==> config.mk <==
export PLATFORM = sky130hd
export DESIGN_NAME = ysyx_23060201_if_id_buf
export DESIGN_NICKNAME = d
export VERILOG_FILES = /design/src/rtl/ysyx_23060201_if_id_buf.sv
export SDC_FILE = /design/constraint.sdc
export NUM_CORES = 1
export LEC_CHECK = 0
export ABC_AREA = 0
export BUFFER_PORTS_ARGS = -buffer_cell sky130_fd_sc_hd__buf_2
export CAP_MARGIN = 20
export CORE_MARGIN = 5
export CORE_UTILIZATION = 58
export CTS_CLUSTER_SIZE = 28
export DETAILED_ROUTE_END_ITERATION = 10
export GPL_ROUTABILITY_DRIVEN = 0
export GPL_TIMING_DRIVEN = 0
export HOLD_SLACK_MARGIN = 0.12
export PLACE_DENSITY = 0.85
export SETUP_SLACK_MARGIN = 0.5
export SYNTH_ARGS = -nofsm -noshare
export SYNTH_HDL_FRONTEND = slang
export SYNTH_SLANG_ARGS = --single-unit
export TNS_END_PERCENT = 1
==> constraint.sdc <==
create_clock -name clk -period 3.15 [get_ports clk]
set_input_delay 0.63 -clock clk [delete_from_list [all_inputs] [get_ports clk]]
set_output_delay 0.63 -clock clk [all_outputs]
set_load 0.05 [all_outputs]
==> src/rtl/ysyx_23060201_if_id_buf.sv <==
// ysyx_23060201_if_id_buf
// Two-entry fetch-to-decode skid buffer. Beats {pc, inst} enter from fetch
// under valid/ready, leave toward decode in strict FIFO order, and are all
// discarded by flush when a taken jump/branch redirects fetch.
// Both handshake outputs are derived only from registered state, so there is
// no combinational path from in_* to out_* or from out_ready to in_ready.
// Optional feature macro: IFID_PERF_EN adds stall and flush event counters.
module ysyx_23060201_if_id_buf #(
    parameter int                    MEM_ADDR_WIDTH = 32,
    parameter int                    DATA_WIDTH     = 32,
    parameter logic [DATA_WIDTH-1:0] NOP_INST       = 32'h0000_0013
) (
    input  logic                      clk,
    input  logic                      rst_n,
    input  logic                      flush,
    input  logic                      in_valid,
    output logic                      in_ready,
    input  logic [MEM_ADDR_WIDTH-1:0] in_pc,
    input  logic [DATA_WIDTH-1:0]     in_inst,
    output logic                      out_valid,
    input  logic                      out_ready,
    output logic [MEM_ADDR_WIDTH-1:0] out_pc,
    output logic [DATA_WIDTH-1:0]     out_inst
`ifdef IFID_PERF_EN
    ,
    output logic [31:0]               perf_stall_cnt,
    output logic [31:0]               perf_flush_cnt
`endif
);

    // Occupancy doubles as the state: the encoding equals the entry count.
    typedef enum logic [1:0] {
        ST_EMPTY = 2'd0,
        ST_ONE   = 2'd1,
        ST_FULL  = 2'd2
    } state_t;

    state_t                    r_state;
    logic [MEM_ADDR_WIDTH-1:0] r_pc0;
    logic [DATA_WIDTH-1:0]     r_inst0;
    logic [MEM_ADDR_WIDTH-1:0] r_pc1;
    logic [DATA_WIDTH-1:0]     r_inst1;

    logic w_in_ready;
    logic w_out_valid;
    logic w_push;
    logic w_pop;
    logic w_load_head_from_in;
    logic w_load_head_from_tail;
    logic w_load_tail_from_in;

    assign w_in_ready  = (r_state != ST_FULL);
    assign w_out_valid = (r_state != ST_EMPTY);

    // flush suppresses both handshakes in the same cycle
    assign w_push = in_valid && w_in_ready && !flush;
    assign w_pop  = w_out_valid && out_ready && !flush;

    // A new beat becomes the head when the buffer is empty, or when the
    // single held beat is consumed in the same cycle.
    assign w_load_head_from_in   = w_push && ((r_state == ST_EMPTY) ||
                                              ((r_state == ST_ONE) && w_pop));
    assign w_load_head_from_tail = w_pop && (r_state == ST_FULL);
    assign w_load_tail_from_in   = w_push && (r_state == ST_ONE) && !w_pop;

    // Occupancy state machine; flush always returns to empty.
    always_ff @(posedge clk or negedge rst_n) begin
        if (!rst_n) begin
            r_state <= ST_EMPTY;
        end else if (flush) begin
            r_state <= ST_EMPTY;
        end else begin
            case (r_state)
                ST_EMPTY: begin
                    if (w_push) begin
                        r_state <= ST_ONE;
                    end
                end
                ST_ONE: begin
                    if (w_push && !w_pop) begin
                        r_state <= ST_FULL;
                    end else if (!w_push && w_pop) begin
                        r_state <= ST_EMPTY;
                    end
                end
                ST_FULL: begin
                    if (w_pop) begin
                        r_state <= ST_ONE;
                    end
                end
                default: begin
                    r_state <= ST_EMPTY;
                end
            endcase
        end
    end

    // Head slot: loaded from fetch or shifted up from the tail; otherwise holds.
    always_ff @(posedge clk or negedge rst_n) begin
        if (!rst_n) begin
            r_pc0   <= '0;
            r_inst0 <= NOP_INST;
        end else if (w_load_head_from_in) begin
            r_pc0   <= in_pc;
            r_inst0 <= in_inst;
        end else if (w_load_head_from_tail) begin
            r_pc0   <= r_pc1;
            r_inst0 <= r_inst1;
        end
    end

    // Tail slot: written only when a beat arrives behind a stalled head.
    always_ff @(posedge clk or negedge rst_n) begin
        if (!rst_n) begin
            r_pc1   <= '0;
            r_inst1 <= NOP_INST;
        end else if (w_load_tail_from_in) begin
            r_pc1   <= in_pc;
            r_inst1 <= in_inst;
        end
    end

    assign in_ready  = w_in_ready;
    assign out_valid = w_out_valid;
    assign out_pc    = w_out_valid ? r_pc0   : '0;
    assign out_inst  = w_out_valid ? r_inst0 : NOP_INST;

`ifdef IFID_PERF_EN
    logic [31:0] r_stall_cnt;
    logic [31:0] r_flush_cnt;

    // Count cycles where decode holds off a valid head; wraps naturally.
    always_ff @(posedge clk or negedge rst_n) begin
        if (!rst_n) begin
            r_stall_cnt <= '0;
        end else if (w_out_valid && !out_ready && !flush) begin
            r_stall_cnt <= r_stall_cnt + 32'd1;
        end
    end

    // Count flushes that actually discard held beats; wraps naturally.
    always_ff @(posedge clk or negedge rst_n) begin
        if (!rst_n) begin
            r_flush_cnt <= '0;
        end else if (flush && w_out_valid) begin
            r_flush_cnt <= r_flush_cnt + 32'd1;
        end
    end

    assign perf_stall_cnt = r_stall_cnt;
    assign perf_flush_cnt = r_flush_cnt;
`endif

endmodule

# Word level (Yosys, flattened, before mapping)
# Index checks and enable logic that the tools add are counted.
# totals
elab_cells,42
in_bits,69
output_inout_bits,66
ff_bits,130
# op_classes
mux,12
eq_ne,6
n_reduce_logical,19
# op_table
cell,n
$mux 32,6
$logic_and 1x1->1,11
$mux 2,5
$ne 3x3->1 const B,2
$pmux 2 s3,1
$ne 4x2->1 const B,1
$reduce_bool 2->1,2
$logic_not 1->1,3
$reduce_and 3->1,1
$eq 2x1->1 const B,1
$eq 2x2->1 const B,1
$logic_not 2->1,1
$ne 2x2->1 const B,1
$logic_or 1x1->1,1

# Logic depth before layout (Yosys ltp)
# logic_depth
word_depth,9
mapped_depth,5
depth_no_buf,3

# Worst setup path before layout
# OpenSTA, ideal clock, no wires.
# synth_timing
path_type,reg2out
from,reg r_state[1]
to,out out_inst[10]
path_slack_ns,0.884
arrival_ns,1.636
n_path_buf,2
required_ns,2.520
path_stages_with_launch,5
cell_sequence,dfrtp_1 > nor2_1 > clkbuf_1 > clkbuf_1 > nor2b_1
# synth_between
elab_chain_cells,2
# synth_rtl
item,line_no,text
start: declaration,38,state_t r_state;
start signal: assignment,69,r_state <= ST_EMPTY;
start signal: assignment,71,r_state <= ST_EMPTY;
start signal: assignment,76,r_state <= ST_ONE;
$reduce_bool 2->1,53,assign w_out_valid = (r_state != ST_EMPTY);
$mux 32,126,assign out_inst = w_out_valid ? r_inst0 : NOP_INST;
end: declaration,23,output logic [DATA_WIDTH-1:0] out_inst
# Every way passes these cells.

# Worst setup path in the final report
# layout_timing
from,reg r_state[1]
to,out out_pc[4]
# layout_between
elab_chain_cells,2
# layout_rtl
item,line_no,text
$reduce_bool 2->1,53,
$mux 32,125,assign out_pc = w_out_valid ? r_pc0 : '0;
end: declaration,22,"output logic [MEM_ADDR_WIDTH-1:0] out_pc,"
# Every way passes these cells.

==> reports/summary.txt <==
run status -> finished clean
met3 Usage GRT -> 0.0792
met1 Track Usage GR -> 0.304
CTS tree -> done
initial antenna violation count -> 1
n_diodes -> 0
Die H -> 110 microns
GRT Residual Overflow -> 0
finished layout cell area -> 0.00726 sq mm
clock skew -> 0.00890 ns
sum of buffers and inverters on the critical path -> 3
share of cells above drive strength 1 -> 0.442
port bufs -> 134
H-tree Lvls -> 4
Layout Cells excl Fill -> 737
vias in the first global route -> 4406
max cap viols -> 0
DRT iter0 DRCs -> 251
synth-to-layout area growth -> 24.7%
type of the most critical hold path -> input pin to flip-flop
synthesis-stage register bit count -> 130
Tot Pwr -> 5.20 mW
area of the core -> 0.00977 sq mm
worst-path fanout max -> 10
distinct cell type count after synthesis -> 25
grt met2 use -> 0.383
largest net degree at the start of global routing -> 69
Leak -> 3.46 nW
gr usage total -> 0.237
DIE WIDTH -> 110 microns
min Tclk post-route -> 2.56 ns
maximum clock rate -> 391 MHz
largest area contributor in the netlist -> dfrtp_1
PwrDens -> 715 mW/mm^2
first-pass GRT wire length -> 21900 microns
post-place setup slack -> 0.592 ns
slowest CP cell -> dfrtp_2
wire per inst -> 18.2 microns
io pins -> 135
post-synth top area share -> 0.533
initial core utilization -> 0.596
Vias per Instance -> 5.61
placed inst area -> 0.00670 sq mm
Worst setup SP type -> flip-flop
final core utilization -> 0.743
CTS Buf Count -> 17
worst path arrival time -> 1.93 ns
Critical Path Max Stage Delay -> 0.46 ns
top post-synthesis cells by area -> dfrtp_1 53%, mux2_2 11%, a221o_1 11%
Mapped Cells -> 436
Setup CP Type -> flip-flop to primary output
Top cell by count, worst path -> buf_2
fin. max-slew vios -> 0
Inst Count DP -> 704
via count -> 4138
Top delay family on crit path -> buffers and inverters
worst rel slew slack -> 0.608
TritonRoute pass-1 iters -> 4
Synth warnings -> 0
row cnt -> 36
crit end category -> primary output
Die ar. -> 0.0121 sq mm
crit-path cells -> nor2_1 > clkbuf_4 > buf_2 > nor2b_1 > buf_2
Syn Nets -> 505
worst vdd ir -> 0.537 mV
final-report setup violation count -> 0
Clock Sinks -> 130
required time of the critical path -> 2.52 ns
Detailed Route WL -> 13400 microns
synthesized area -> 0.00582 sq mm
RSZ-0062 raised after global routing -> yes
Slew @ Worst Pin -> 0.588 ns
Max clock buf depth -> 2
Most Crowded Layer GR -> met2
Syn Area/Cell -> 13.4 sq um
Worst Setup Slack, final -> 0.593 ns
post-detail-place hpwl -> 9200 microns
Worst-path clk slew -> 0.05 ns
post-route ant nets -> 0
sequential fraction of the synthesis area -> 0.560
Worst-Skew Late Latency -> 0.51 ns
Final Hold Vio Count -> 0
Nets -> 660
CTS Root Cell -> clkbuf_8
DRC viols -> 0
final worst path period share -> 0.812
-- worst paths after layout --
path / startpoint / endpoint / slack [ns] / depth (start not counted)
worst max register to register: r_state[1] / r_pc0[29] / 1.51 / 4
min in group asynchronous: rst_n / r_inst0[17] / 0.68 / 2
worst min register to register: r_inst1[9] / r_inst1[9] / 0.49 / 1
worst max-delay path: r_state[1] / out_pc[4] / 0.59 / 5
worst min-delay path: out_ready / r_state[1] / 0.34 / 2
max in group asynchronous: rst_n / r_pc0[18] / 1.75 / 3
-- cells in the final DEF (no fill, tap or decap), drive strengths merged --
cell type and count:
clkbuf 33, nor2b 63, and2 65, clkinv 3
o32ai 1, mux2i 1, nor3b 1, dlygate4sd3 1
a211oi 1, nor2 1, dfrtp 124, bufinv 1
a221o 64, nand2 2, dfstp 6, mux2 64
buf 162, or2 4, a21oi 2, clkinvlp 1
and4bb 1, inv 1, nand2b 2
-- through the flow --
| step | TNS [ns] | hold slack [ns] |
|---|---|---|
| 4_1_cts | 0 | 0.320 |
| 3_5_place_dp | 0 | 0.479 |
| 2_1_floorplan | 0 | 0.334 |
| 5_1_grt | 0 | 0.335 |
| 6_report | 0 | 0.345 |
| 3_3_place_gp | -21.83 | 0.466 |
-- per-layer routing --
layer / part of all wire / wire length [microns] / vias up
met4: 0.010 / 138 / 2
li1: - / - / 1880
met2: 0.51 / 6840 / 126
met1: 0.41 / 5470 / 2116
met3: 0.072 / 966 / 14
met5: 0.00082 / 11 / -
-- sequential cells by signal, summed over array words and instances (netlist names) --
register,flops
r_inst0,32
r_inst1,32
r_pc0,32
r_pc1,32
r_state,2
-- cell families after synthesis --
kind of cell    count (synthesis)  synth area share
compound gates                 68             0.116
buf+inv                        34            0.0451
flops                         130             0.560
mux                            65             0.125
simple gates                  139             0.153
-- synthesized netlist by cell type --
cell type / instances
dfrtp_1: 124
a221o_1: 64
nor2b_1: 63
mux2_2: 59
and2_0: 53
buf_6: 14
and2_1: 12
clkbuf_1: 7
buf_2: 6
buf_4: 6
dfstp_2: 6
mux2_1: 5
or2_2: 4
nand2b_1: 2
a211oi_1: 1
a21oi_1: 1
a21oi_4: 1
and4bb_4: 1
inv_1: 1
mux2i_1: 1
nand2_1: 1
nand2_4: 1
nor2_1: 1
nor3b_4: 1
o32ai_1: 1
-- final cells by class --
cell class	instances	area, sq um
buffer	33	275
multi-input combinational	272	2300
sequential	130	3260
tap	133	166
clock inverter	5	52.6
timing repair buffer	136	722
clock buffer	27	482
inverter	1	3.75
fill	675	2510
-- repair_timing --
action | CTS | global route
resized for setup | 12 | 4
buffers inserted | 0 | 0
endpoints found under the hold margin | 56 | 0
hold buffers | 1 | 0
setup endpoints to repair | 56 | 50
-- report_power, final --
part	internal [mW]	switching, mW
combinational	0.499	0.639
clock	1.10	0.654
sequential	2.10	0.202
Note: power is estimated with default switching activity, not from simulation.
